==> src/rtl/mult_share_arbiter_if.sv <==
// Handshake bundle between four operand requesters, one result consumer
// and the shared-multiplier arbiter. The arbiter uses the slave modport.
interface mult_share_arbiter_if;
  logic [3:0]  req_valid;
  logic [63:0] req_a;
  logic [63:0] req_b;
  logic [3:0]  req_ready;
  logic        rsp_valid;
  logic        rsp_ready;
  logic [31:0] rsp_o;
  logic [1:0]  rsp_id;
  logic        busy;

  modport master (
    output req_valid, req_a, req_b, rsp_ready,
    input  req_ready, rsp_valid, rsp_o, rsp_id, busy
  );

  modport slave (
    input  req_valid, req_a, req_b, rsp_ready,
    output req_ready, rsp_valid, rsp_o, rsp_id, busy
  );
endinterface

==> src/rtl/mult_share_arbiter.sv <==
// Four requesters share one 16x16 unsigned multiplier. A round-robin
// arbiter grants one requester in IDLE, the product is registered after a
// single CALC cycle, and RESP holds the result until the consumer takes it.

// Plain combinational 16x16 -> 32 unsigned multiplier.
module multiplier_16bit (
  input  logic [15:0] a,
  input  logic [15:0] b,
  output logic [31:0] o
);
  assign o = a * b;
endmodule

module mult_share_arbiter (
  input  logic                 clk,
  input  logic                 rst_n,
  mult_share_arbiter_if.slave  bus
);
  typedef enum logic [1:0] {IDLE, CALC, RESP} state_t;

  state_t      state_q;
  logic [1:0]  last_grant_q;
  logic [15:0] op_a_q;
  logic [15:0] op_b_q;
  logic [31:0] rsp_o_q;
  logic [1:0]  rsp_id_q;
  logic        rsp_valid_q;
  logic        busy_q;

  logic [1:0]  grant_d;
  logic        grant_vld_d;
  logic [31:0] mult_o;
  logic [15:0] req_a_w [4];
  logic [15:0] req_b_w [4];

  // Unpack the flat operand buses into per-requester lanes.
  genvar gi;
  generate
    for (gi = 0; gi < 4; gi++) begin : g_lane
      assign req_a_w[gi] = bus.req_a[16*gi +: 16];
      assign req_b_w[gi] = bus.req_b[16*gi +: 16];
    end
  endgenerate

  // Round-robin pick: scan from farthest to nearest after last_grant so the
  // nearest valid requester (last_grant+1, wrapping) overrides the others.
  always_comb begin
    logic [1:0] idx;
    grant_d     = 2'd0;
    grant_vld_d = 1'b0;
    idx         = 2'd0;
    for (int k = 4; k >= 1; k--) begin
      idx = last_grant_q + 2'(k);
      if (bus.req_valid[idx]) begin
        grant_d     = idx;
        grant_vld_d = 1'b1;
      end
    end
  end

  // Accept is combinational and only offered in IDLE; masked while in reset.
  assign bus.req_ready = (state_q == IDLE && grant_vld_d && rst_n)
                         ? (4'b0001 << grant_d) : 4'b0000;

  // The single shared multiplier always sees the latched operands.
  multiplier_16bit u_mult (
    .a (op_a_q),
    .b (op_b_q),
    .o (mult_o)
  );

  // Arbitration / compute / response FSM with registered outputs.
  always_ff @(posedge clk or negedge rst_n) begin
    if (!rst_n) begin
      state_q      <= IDLE;
      last_grant_q <= 2'd3;
      op_a_q       <= '0;
      op_b_q       <= '0;
      rsp_o_q      <= '0;
      rsp_id_q     <= '0;
      rsp_valid_q  <= 1'b0;
      busy_q       <= 1'b0;
    end else begin
      case (state_q)
        IDLE: begin
          if (grant_vld_d) begin
            op_a_q       <= req_a_w[grant_d];
            op_b_q       <= req_b_w[grant_d];
            rsp_id_q     <= grant_d;
            last_grant_q <= grant_d;
            busy_q       <= 1'b1;
            state_q      <= CALC;
          end
        end
        CALC: begin
          rsp_o_q     <= mult_o;
          rsp_valid_q <= 1'b1;
          state_q     <= RESP;
        end
        RESP: begin
          if (bus.rsp_ready) begin
            rsp_valid_q <= 1'b0;
            busy_q      <= 1'b0;
            state_q     <= IDLE;
          end
        end
        default: begin
          rsp_valid_q <= 1'b0;
          busy_q      <= 1'b0;
          state_q     <= IDLE;
        end
      endcase
    end
  end

  assign bus.rsp_valid = rsp_valid_q;
  assign bus.rsp_o     = rsp_o_q;
  assign bus.rsp_id    = rsp_id_q;
  assign bus.busy      = busy_q;
endmodule

==> src/flat_wrapper.sv <==
// flat-port wrapper written by rule: the top's interface ports become plain ports
module mult_share_arbiter_flat 
  (clk, rst_n, bus_req_valid, bus_req_a, bus_req_b, bus_rsp_ready, bus_req_ready, bus_rsp_valid, bus_rsp_o, bus_rsp_id, bus_busy);
  mult_share_arbiter_if bus_i ();
  input  logic clk;
  input  logic rst_n;
  input wire logic [$bits(bus_i.req_valid)-1:0] bus_req_valid;
  input wire logic [$bits(bus_i.req_a)-1:0] bus_req_a;
  input wire logic [$bits(bus_i.req_b)-1:0] bus_req_b;
  input wire logic [$bits(bus_i.rsp_ready)-1:0] bus_rsp_ready;
  output wire logic [$bits(bus_i.req_ready)-1:0] bus_req_ready;
  output wire logic [$bits(bus_i.rsp_valid)-1:0] bus_rsp_valid;
  output wire logic [$bits(bus_i.rsp_o)-1:0] bus_rsp_o;
  output wire logic [$bits(bus_i.rsp_id)-1:0] bus_rsp_id;
  output wire logic [$bits(bus_i.busy)-1:0] bus_busy;
  assign bus_i.req_valid = bus_req_valid;
  assign bus_i.req_a = bus_req_a;
  assign bus_i.req_b = bus_req_b;
  assign bus_i.rsp_ready = bus_rsp_ready;
  assign bus_req_ready = bus_i.req_ready;
  assign bus_rsp_valid = bus_i.rsp_valid;
  assign bus_rsp_o = bus_i.rsp_o;
  assign bus_rsp_id = bus_i.rsp_id;
  assign bus_busy = bus_i.busy;
  mult_share_arbiter u_core (.clk(clk), .rst_n(rst_n), .bus(bus_i));
endmodule
==> config.mk <==
export PLATFORM = sky130hd
export DESIGN_NAME = mult_share_arbiter_flat
export DESIGN_NICKNAME = d
export VERILOG_FILES = /design/src/rtl/mult_share_arbiter_if.sv /design/src/rtl/mult_share_arbiter.sv /design/src/flat_wrapper.sv
export SDC_FILE = /design/constraint.sdc
export NUM_CORES = 1
export LEC_CHECK = 0
export CAP_MARGIN = 20
export CORE_MARGIN = 1
export CORE_UTILIZATION = 42
export DETAILED_ROUTE_END_ITERATION = 10
export DONT_BUFFER_PORTS = 1
export GPL_TIMING_DRIVEN = 0
export HOLD_SLACK_MARGIN = 0.03
export PLACE_DENSITY = 0.58
export SLEW_MARGIN = 20
export SYNTH_ARGS = -nofsm -noshare
export SYNTH_HDL_FRONTEND = slang
export SYNTH_SLANG_ARGS = --single-unit
==> constraint.sdc <==
create_clock -name clk -period 9.2 [get_ports clk]
set_input_delay 0.92 -clock clk [delete_from_list [all_inputs] [get_ports clk]]
set_output_delay 0.92 -clock clk [all_outputs]
set_load 0.01 [all_outputs]
==> results of run 1 <==
==> registers in the layout, indices dropped and copies added (netlist names) <==
signal,count
u_core.bus.rsp_o,32
u_core.op_a_q,16
u_core.op_b_q,16
u_core.bus.rsp_id,2
u_core.last_grant_q,2
u_core.state_q,2
u_core.bus.busy,1
u_core.bus.rsp_valid,1
==> through the flow <==
stage | cells | hold slack (ns) | area (sq um) | setup slack [ns]
after floorplan | 1504 | 0.479 | 12300 | 3.45
after global placement | 1888 | 0.496 | 12800 | 2.50
after detailed placement | 1888 | 0.504 | 12800 | 2.50
after CTS | 1904 | 0.244 | 13100 | 2.49
after global routing | 1904 | 0.245 | 13100 | 2.22
final | 1904 | 0.253 | 13100 | 2.48
==> cell usage in the layout, fill, tap and decap left out, types with 3 or more instances in the layout <==
master / netlist / final
nand2_1: 392 / 392
inv_1: 223 / 223
fa_1: 194 / 194
and2_1: 118 / 118
ha_1: 104 / 104
dfrtp_1: 70 / 70
clkbuf_1: 69 / 69
o21ai_0: 61 / 61
o21ai_1: 45 / 45
nand3_1: 41 / 41
a21oi_1: 27 / 27
a21o_1: 22 / 22
nor2_1: 20 / 20
xnor2_1: 13 / 13
xor2_1: 11 / 11
clkbuf_16: 0 / 9
buf_2: 7 / 7
o21a_1: 6 / 6
nand2b_1: 6 / 6
nor3_1: 5 / 5
a31oi_1: 5 / 5
nor2b_1: 4 / 4
and4_1: 4 / 4
o21bai_1: 4 / 4
nand4_1: 4 / 4
buf_1: 3 / 3
a21oi_2: 3 / 3
and3_1: 3 / 3
inv_6: 0 / 3
==> worst max path at each step <==
stage | startpoint | to | slack (ns) | cells past startpoint
2_1_floorplan | u_core.op_b_q[7] | u_core.bus.rsp_o[30] | 3.45 | 23
3_3_place_gp | u_core.op_b_q[9] | u_core.bus.rsp_o[29] | 2.50 | 23
3_5_place_dp | u_core.op_b_q[9] | u_core.bus.rsp_o[29] | 2.50 | 23
4_1_cts | u_core.op_b_q[9] | u_core.bus.rsp_o[29] | 2.49 | 23
5_1_grt | u_core.op_b_q[9] | u_core.bus.rsp_o[29] | 2.22 | 23
6_report | u_core.op_b_q[9] | u_core.bus.rsp_o[29] | 2.48 | 23
==> critical path: stages, from the launching register on <==
cell,delay (ns)
dfrtp_1,0.33
clkbuf_1,0.46
clkbuf_1,0.58
nand2_1,0.14
fa_1,0.51
inv_1,0.05
fa_1,0.50
inv_1,0.06
fa_1,0.53
inv_1,0.05
fa_1,0.48
fa_1,0.50
inv_1,0.05
fa_1,0.47
inv_1,0.04
ha_1,0.25
clkbuf_1,0.19
a21oi_1,0.20
o21ai_0,0.15
a221oi_1,0.38
o31a_1,0.26
a31o_1,0.17
xor2_1,0.18
o21ai_1,0.08
==> cells by family (layout without fill, tap and decap cells) <==
group,count (synthesis),after routing
xor gates and xnor gates,24,24
DFF,72,72
adders and majority gates,298,298
buffers and inverters,304,320
and+or+nand+nor,605,605
AOI/OAI and AO/OA,201,201
==> layer usage <==
metal	GRT usage, %	wire [um]	vias up
li1	-	-	4673
met1	31.0	14200	5199
met2	40.3	17300	347
met3	3.60	2200	72
met4	8.96	1210	0
met5	0	0	-
==> area by class of cell <==
| class | count | area [sq um] | area share (%) |
|---|---|---|---|
| Sequential cell | 72 | 1800 | 13.8 |
| Inverter | 224 | 841 | 6.42 |
| Multi-Input combinational cell | 1128 | 9360 | 71.4 |
| Clock buffer | 9 | 225 | 1.72 |
| Buffer | 80 | 317 | 2.42 |
| Tap cell | 384 | 480 | 3.67 |
| Clock inverter | 7 | 77.6 | 0.592 |
==> impl_metrics.csv, run 1 <==
group,metric,value,unit
outcome,outcome,"finished, final reports clean",
routing,num_vias,10300,
sta,finalClockSkew,0.0153,ns
cts,cts_tree,"built",
setup_path,required,9.43,ns
finish,fill_cells,2904,
routing,routedWlPerCell,18.3,um
cts,numCtsBuffers,9,
setup_path,endpoint_kind,"flip-flop",
finish,fin_util,45.5,%
synthesis,synthAdderAreaFrac,42.1,%
cts,cts_buffer_depth,2,
routing,drc,0,
synthesis,yosysSeqAreaShare,14.6,%
finish,synthToLayoutAreaGrowth,6.36,%
sta,finalCriticalPeriod,6.72,ns
synthesis,synthArstFlopShare,100,%
sta,slew_viol_final,0,
cts,post_cts_resized,0,
floorplan,die_h,173,um
finish,layout-drive-gt1-share,2.70,%
floorplan,dieArea,0.0300,sq mm
synthesis,yosysMostFrequentCell,"nand2_1",
sta,fin_tns_setup,0,ns
synthesis,synth_nets,1937,
synthesis,syn_inst,1504,
global_route,grt_first_pass_wirelength,55400,um
sta,rsz0062_at_grt,"no",
cts,postCtsHoldBufs,0,
global_route,grt_pass1_vias,10300,
setup_path,crit_arrival,6.95,ns
setup_path,rr_endpoint,"u_core.bus.rsp_o[29]",
synthesis,yosysWarnings,0,
sta,clock.fmax,149,MHz
synthesis,synth.avg_cell_area,8.19,sq um
cts,post-cts-setup-buffers,0,
synthesis,synth_compound_area_share,10.1,%
cts,htreeDepth,3,
global_route,grt_max_degree,76,
synthesis,synthMuxAreaShare,0,%
place,place_congestion,0.906,
synthesis,synth_largest_area_cell,"fa_1",
run,cap_violations,0,
floorplan,rows,62,
global_route,grt-ovfl-total,0,
routing,routed_via_density,5.40,
routing,ant_nets,0,
synthesis,synth_area_leaders,"fa_1 (32%), dfrtp_1 (14%), nand2_1 (12%), ha_1 (11%), inv_1 (6.8%)",
finish,diodes,0,
routing,drt-total-wl,34900,um
synthesis,yosys-top-cells-count,"nand2_1 (392), inv_1 (223), fa_1 (194)",
setup_path,setup.worst_path.start_class,"flip-flop",
place,portBuffers,0,
floorplan,die_x,173,um
sta,tightest_slew,0.737,ns
synthesis,synth_xor_xnor_area_share,1.71,%
synthesis,synth_cell_type_count,58,
finish,fin_nets,1948,
place,place_hpwl,28700,um
global_route,grt_antenna_before_repair,0,
synthesis,ys_ff_latch,72,
synthesis,synth_top_family_by_area,"adder cells",
floorplan,ios,175,
synthesis,synth_area,0.0123,sq mm
setup_path,reg2reg_slack,2.48,ns
cts,cts.sinks,72,
cts,root_buffer,"clkbuf_16",
cts,clk-insertion-delay-late,0.36,ns
sta,slew_headroom,50.9,%
setup_path,criticalPathCategory,"flip-flop to flip-flop",
sta,hold_viol,0,
routing,drtIter0Drc,534,
routing,firstDrtPassIters,5,
synthesis,synth_edf_count,0,
sta,setup_viol_count_final,0,
synthesis,post_synth_and_or_nand_nor_area_fraction,22.1,%
sta,fin_crit_sh,73.0,%
cts,clk_transition_reported_paths,0.08,ns
setup_path,cp_max_fo,10,
synthesis,synth_top_cell_area_share,31.5,%
floorplan,initial_utilization,42.8,%
floorplan,core-area,0.0288,sq mm
setup_path,reg2reg_depth,23,
synthesis,yosys_most_used_dff,"dfrtp_1",
setup_path,rr_startpoint,"u_core.op_b_q[9]",
global_route,grt_usage,23.9,%
worst_hold_path,hp-class,"input port to asynchronous set/reset pin",
Power of run 1 is not shown: default switching activity piles up to over one toggle a cycle in this logic, so the estimate is an artifact.
==> inputs of run 2 (changes only) <==
- ABC_AREA: unset -> 1
- PLACE_DENSITY: 0.58 -> 0.61
- clock period: 9.2 -> 6.02 ns (I/O delays scaled with it)
==> run 2 against run 1 <==
Cell area grew 10%; worst hold slack got worse by 0.16 ns; setup slack lost 2.2 ns; via count is 17% higher; register-to-register slack got worse by 2.2 ns; area after synthesis is 9.9% higher; die area rose by 9.8%; synthesized cell count increased by 28%; clock skew down 0.0047 ns; fmax increased by 17%; count of clock-buffer cells in the layout increased by 1; critical endpoint is now u_core.bus.rsp_o[28].
==> impl_metrics.csv, run 2 <==
group,metric,value,unit
place,portBuffers,0,
routing,met1_length,17200,um
synthesis,synth.avg_cell_area,7.04,sq um
outcome,outcome,"finished, final reports clean",
cts,cts_buffer_depth,2,
setup_path,required,6.26,ns
floorplan,die_x,182,um
global_route,grt_first_pass_wirelength,66700,um
routing,ant_nets,0,
setup_path,crit_arrival,5.99,ns
synthesis,yosys-top-cells-count,"nand2_1 (698), inv_1 (391), fa_1 (194)",
finish,final_common_cell,"nand2_1",
routing,num_vias,12100,
synthesis,yosysSeqAreaShare,13.3,%
finish,diodes,0,
sta,fin_crit_sh,95.7,%
floorplan,rows,65,
setup_path,endpoint_kind,"flip-flop",
finish,layout-drive-gt1-share,8.93,%
synthesis,yosysMostFrequentCell,"nand2_1",
finish,fin_nets,2343,
synthesis,synth_top_cell_area_share,28.7,%
synthesis,synthAdderAreaFrac,38.3,%
synthesis,synth_edf_count,0,
setup_path,path_buf_inv,6,
run,cap_violations,0,
sta,hold_viol,0,
finish,fin_cells,2317,
setup_path,setup.worst_path.start_class,"flip-flop",
routing,drtIter0Drc,1008,
global_route,grt_max_degree,71,
sta,rsz0062_at_grt,"no",
sta,slew_headroom,57.0,%
routing,routedWlPerCell,17.3,um
routing,route.met3.wl,2870,um
cts,cts_tree,"built",
routing,routed-wl-met2,19000,um
global_route,grt_usage,26.0,%
finish,largest_register_ffs,32,
setup_path,worstPathCellList,"buf_2 -> nand2_1 -> inv_1 -> fa_1 -> inv_1 -> fa_1 -> inv_1 -> fa_1 -> fa_2 -> fa_1 -> inv_1 -> fa_1 -> inv_1 -> ha_1 -> nand2_1 -> nand2_1 -> a21oi_4 -> nor2_1 -> nor2_1 -> nor2_1 -> nor2_1 -> nand3_1 -> nand3_1 -> nand2_1",
synthesis,synth_nets,2356,
setup_path,cp_slowest_cell,"dfrtp_2",
routing,drc,0,
place,place_congestion,0.925,
synthesis,yosys_most_used_dff,"dfrtp_1",
synthesis,synth_area_leaders,"fa_1 (29%), nand2_1 (19%), dfrtp_1 (13%), inv_1 (11%), ha_1 (9.6%)",
synthesis,synthArstFlopShare,100,%
place,place_hpwl,33800,um
synthesis,ys_ff_latch,72,
sta,setup_viol_count_final,0,
synthesis,synthMuxAreaShare,0,%
sta,clock.fmax,174,MHz
worst_hold_path,hp-class,"input port to asynchronous set/reset pin",
cts,cts.sinks,72,
cts,clk_transition_reported_paths,0.07,ns
sta,finalCriticalPeriod,5.76,ns
floorplan,core-area,0.0316,sq mm
sta,slew_viol_final,0,
cts,htreeDepth,3,
synthesis,synth_largest_area_cell,"fa_1",
synthesis,synth_area,0.0135,sq mm
global_route,grt_antenna_before_repair,0,
sta,tightest_slew,0.645,ns
synthesis,synth_top_family_by_area,"adder cells",
sta,fin_tns_setup,0,ns
floorplan,dieArea,0.0330,sq mm
cts,clk-insertion-delay-late,0.35,ns
setup_path,cp_top_family,"adder cells",
routing,drt-total-wl,40100,um
floorplan,ios,175,
place,place_inst,2325,
setup_path,cp_max_fo,10,
routing,firstDrtPassIters,5,
synthesis,post_synth_and_or_nand_nor_area_fraction,29.6,%
cts,root_buffer,"clkbuf_16",
synthesis,syn_inst,1923,
routing,routed_via_density,5.22,
synthesis,yosysWarnings,0,
synthesis,synth_xor_xnor_area_share,0.776,%
synthesis,synth_compound_area_share,3.11,%
floorplan,initial_utilization,42.8,%
synthesis,synth_cell_type_count,35,
setup_path,criticalPathCategory,"flip-flop to flip-flop",
routing,highest_layer,"met4",
finish,layout_common_cells,"nand2_1 (698), inv_1 (391), fa_1 (193)",
cts,numCtsBuffers,9,
finish,synthToLayoutAreaGrowth,6.75,%
global_route,grt-ovfl-total,0,
setup_path,slowest_delay,0.53,ns
global_route,grt_pass1_vias,12700,
sta,finalClockSkew,0.0106,ns
floorplan,die_h,182,um
==> run 2: final timing paths <==
path                            slack (ns)                 from  depth (start not counted)                      to
min in group clk                      0.44        bus_rsp_ready                          3       u_core.state_q[1]
worst max-delay path                  0.26     u_core.op_a_q[3]                         24    u_core.bus.rsp_o[28]
worst min-delay path                   0.1                rst_n                          0  u_core.last_grant_q[1]
worst max register to register        0.26     u_core.op_a_q[3]                         24    u_core.bus.rsp_o[28]
worst min register to register        0.55  u_core.bus.rsp_o[1]                          2     u_core.bus.rsp_o[1]
max in group asynchronous             5.53                rst_n                          1       u_core.op_a_q[13]
==> run 2: final cells by class <==
class / instances / area, sq um
Sequential cell: 72 / 1840
Timing Repair Buffer: 11 / 103
Tap cell: 402 / 503
Multi-Input combinational cell: 1345 / 9760
Inverter: 396 / 1490
Clock buffer: 10 / 239
Fill cell: 3294 / 17200
Clock inverter: 6 / 51.3
Buffer: 75 / 477
==> run 2: worst register-to-register path: stages (launching register included) <==
cell	delay (ns)
dfrtp_2	0.53
buf_2	0.26
nand2_1	0.09
inv_1	0.05
fa_1	0.51
inv_1	0.06
fa_1	0.53
inv_1	0.05
fa_1	0.49
fa_2	0.47
fa_1	0.52
inv_1	0.08
fa_1	0.49
inv_1	0.06
ha_1	0.35
nand2_1	0.10
nand2_1	0.14
a21oi_4	0.20
nor2_1	0.06
nor2_1	0.17
nor2_1	0.06
nor2_1	0.12
nand3_1	0.09
nand3_1	0.09
nand2_1	0.06
==> run 2: through the flow <==
stage / cell area, sq um / utilization [%] / setup WS [ns] / hold slack (ns)
final: 14500 / 45.7 / 0.260 / 0.0961
after global routing: 14500 / 45.7 / 0.0122 / 0.0816
after CTS: 14300 / 45.3 / 0.00314 / 0.0787
after detailed placement: 14000 / 44.4 / -0.470 / 0.312
after global placement: 14000 / 44.4 / -0.444 / 0.312
after floorplan: 13500 / - / 0.616 / 0.306
==> run 2: timing repair <==
item / in CTS / in global routing
hold buffers: 1 / 0
setup endpoints to repair: 20 / 19
endpoints found under the hold margin: 70 / 0
buffers inserted: 0 / 10
gates resized for setup: 48 / 65
pin swaps: 0 / 1
==> run 2: kinds of logic (layout without fill, tap and decap cells) <==
group	after synthesis	count (layout)
AND/OR/NAND/NOR	956	956
buffers and inverters	506	498
adder cells (fa/ha/maj)	298	298
AO/OA/AOI/OAI	79	79
flip-flops	72	72
XOR/XNOR	12	12
==> run 2: layer usage <==
layer	vias to the layer above	GRT usage, %
met5	-	0
met4	0	7.32
met3	88	3.73
met2	441	43.8
met1	5881	34.9
li1	5679	-
Power of run 2 is left out for the same reason.
==> inputs of run 3 (changes only) <==
- CORE_UTILIZATION: 42 -> 61
- PLACE_DENSITY: 0.61 -> 0.82
==> run 3 against run 2 <==
Non-clock buffer count stayed put; largest cell class unchanged; cell area is 0.91% lower; first-iteration DRC count is 9.3% higher; highest routed layer unchanged; critical endpoint is now u_core.bus.rsp_o[23]; sequential share of layout area is 0.11 points higher; die area is 31% lower; register-to-register slack worse by 0.08 ns; cell count is 5.2% lower; fmax is 1.4% lower; core utilization is 20 points higher.
==> impl_metrics.csv, run 3 (synthesis results as in run 2) <==
group,metric,value,unit
place,place_hpwl,31000,um
global_route,grt-ovfl-total,0,
routing,drt-total-wl,37900,um
routing,ant_nets,0,
cts,root_buffer,"clkbuf_16",
floorplan,die_h,151,um
sta,hold_viol,0,
sta,finalClockSkew,0.0106,ns
finish,fill_cells,1957,
cts,htreeDepth,3,
sta,setup_viol_count_final,0,
routing,num_vias,12400,
cts,cts_buffer_depth,2,
place,place_congestion,0.961,
finish,fin_util,65.7,%
floorplan,die_x,151,um
cts,clk_transition_reported_paths,0.07,ns
cts,numCtsBuffers,9,
setup_path,required,6.26,ns
finish,final_common_cell,"nand2_1",
floorplan,core-area,0.0218,sq mm
setup_path,criticalPathCategory,"flip-flop to flip-flop",
sta,clock.fmax,171,MHz
floorplan,rows,54,
routing,drc,0,
cts,cts_tree,"built",
setup_path,rr_endpoint,"u_core.bus.rsp_o[23]",
sta,finalCriticalPeriod,5.84,ns
cts,cts.sinks,72,
sta,tightest_slew,0.492,ns
floorplan,initial_utilization,62.1,%
routing,drtIter0Drc,1102,
worst_hold_path,hp-class,"input port to asynchronous set/reset pin",
global_route,grt_pass1_vias,12600,
setup_path,reg2reg_slack,0.18,ns
global_route,grt_first_pass_wirelength,61400,um
setup_path,rr_startpoint,"u_core.op_b_q[5]",
cts,clk-insertion-delay-late,0.35,ns
finish,fin_nets,2343,
finish,layout-drive-gt1-share,8.88,%
global_route,grt_max_degree,71,
finish,synthToLayoutAreaGrowth,5.78,%
setup_path,crit_arrival,6.08,ns
outcome,outcome,"finished, final reports clean",
routing,routed_via_density,5.66,
place,portBuffers,0,
floorplan,dieArea,0.0228,sq mm
sta,slew_viol_final,0,
setup_path,endpoint_kind,"flip-flop",
sta,fin_crit_sh,97.1,%
place,place_area,0.0139,sq mm
routing,routedWlPerCell,17.3,um
global_route,grt_usage,35.4,%
finish,final_area,0.0143,sq mm
setup_path,setup.worst_path.start_class,"flip-flop",
routing,firstDrtPassIters,9,
finish,layout_common_cells,"nand2_1 (698), inv_1 (391), fa_1 (194)",
setup_path,cp_max_fo,10,
sta,slew_headroom,66.8,%
finish,largest_register_ffs,32,
floorplan,ios,175,
setup_path,reg2reg_depth,21,
global_route,grt_antenna_before_repair,1,
run,cap_violations,0,
==> run 3: cell types whose count changed in the layout (fill, tap and decap cells not counted), moves of 4 or more <==
cell / before / now
dfrtp_2: 29 / 25
buf_2: 28 / 32
nor2_2: 0 / 4
nor2_1: 45 / 41
buf_4: 21 / 16
clkbuf_2: 5 / 9
==> run 3: cell type report <==
class | count | area [sq um] | share of cell area (%)
inverters | 396 | 1490 | 10.4
multi-input cells | 1345 | 9760 | 68.1
well taps | 280 | 350 | 2.45
clock buffers | 10 | 239 | 1.67
repair buffers | 10 | 95.1 | 0.664
flip-flops and latches | 72 | 1840 | 12.8
diodes | 1 | 2.50 | 0.0175
clock inverters | 6 | 91.3 | 0.637
plain buffers | 76 | 464 | 3.24
==> run 3: repair_timing <==
item | in CTS | in global routing
endpoints found under the hold margin | 70 | 0
setup buffers | 0 | 9
setup endpoints to repair | 21 | 19
hold buffers | 1 | 0
resized for setup | 37 | 66
==> run 3: worst max path at each step <==
stage | from | end | slack, ns | depth (start not counted)
after CTS | u_core.op_a_q[4] | u_core.bus.rsp_o[23] | 0.002 | 20
final | u_core.op_b_q[5] | u_core.bus.rsp_o[23] | 0.18 | 21
after floorplan | u_core.op_b_q[7] | u_core.bus.rsp_o[23] | 0.62 | 23
after global routing | u_core.op_a_q[5] | u_core.bus.rsp_o[28] | -0.01 | 24
after detailed placement | u_core.op_a_q[15] | u_core.bus.rsp_o[23] | -0.49 | 20
after global placement | u_core.op_a_q[15] | u_core.bus.rsp_o[23] | -0.47 | 20
==> run 3: layer usage <==
layer	up-vias	GRT usage [%]	wire (um)
met5	-	0	0
met4	0	16.1	1840
met3	157	6.33	4070
met2	712	57.2	17300
met1	5874	46.3	14700
li1	5683	-	-
==> run 3: worst max-delay path, cell delays in order, from the launching register on <==
cell      delay, ns
dfrtp_2        0.53
clkbuf_4       0.27
nand2_1        0.09
inv_1          0.05
fa_1           0.49
inv_1          0.06
fa_1           0.48
inv_1          0.06
fa_1           0.51
fa_1           0.51
fa_1           0.48
inv_1          0.05
fa_1           0.48
inv_1          0.05
ha_1           0.36
a21oi_2        0.22
o21ai_0        0.19
a21oi_2        0.23
nand3_1        0.17
or2_2          0.30
nand3_1        0.08
nand2_1        0.06
==> run 3: metrics by stage <==
stage	cells	hold WS [ns]	worst slack, ns	setup TNS [ns]
floorplan	1923	0.306	0.616	0
finish	2196	0.0926	0.176	0
global route	2195	0.0834	-0.0129	-0.0205
detailed placement	2203	0.307	-0.485	-5.45
global placement	2203	0.307	-0.470	-4.31
CTS	2198	0.0888	0.00194	0
Power of run 3 is left out for the same reason.
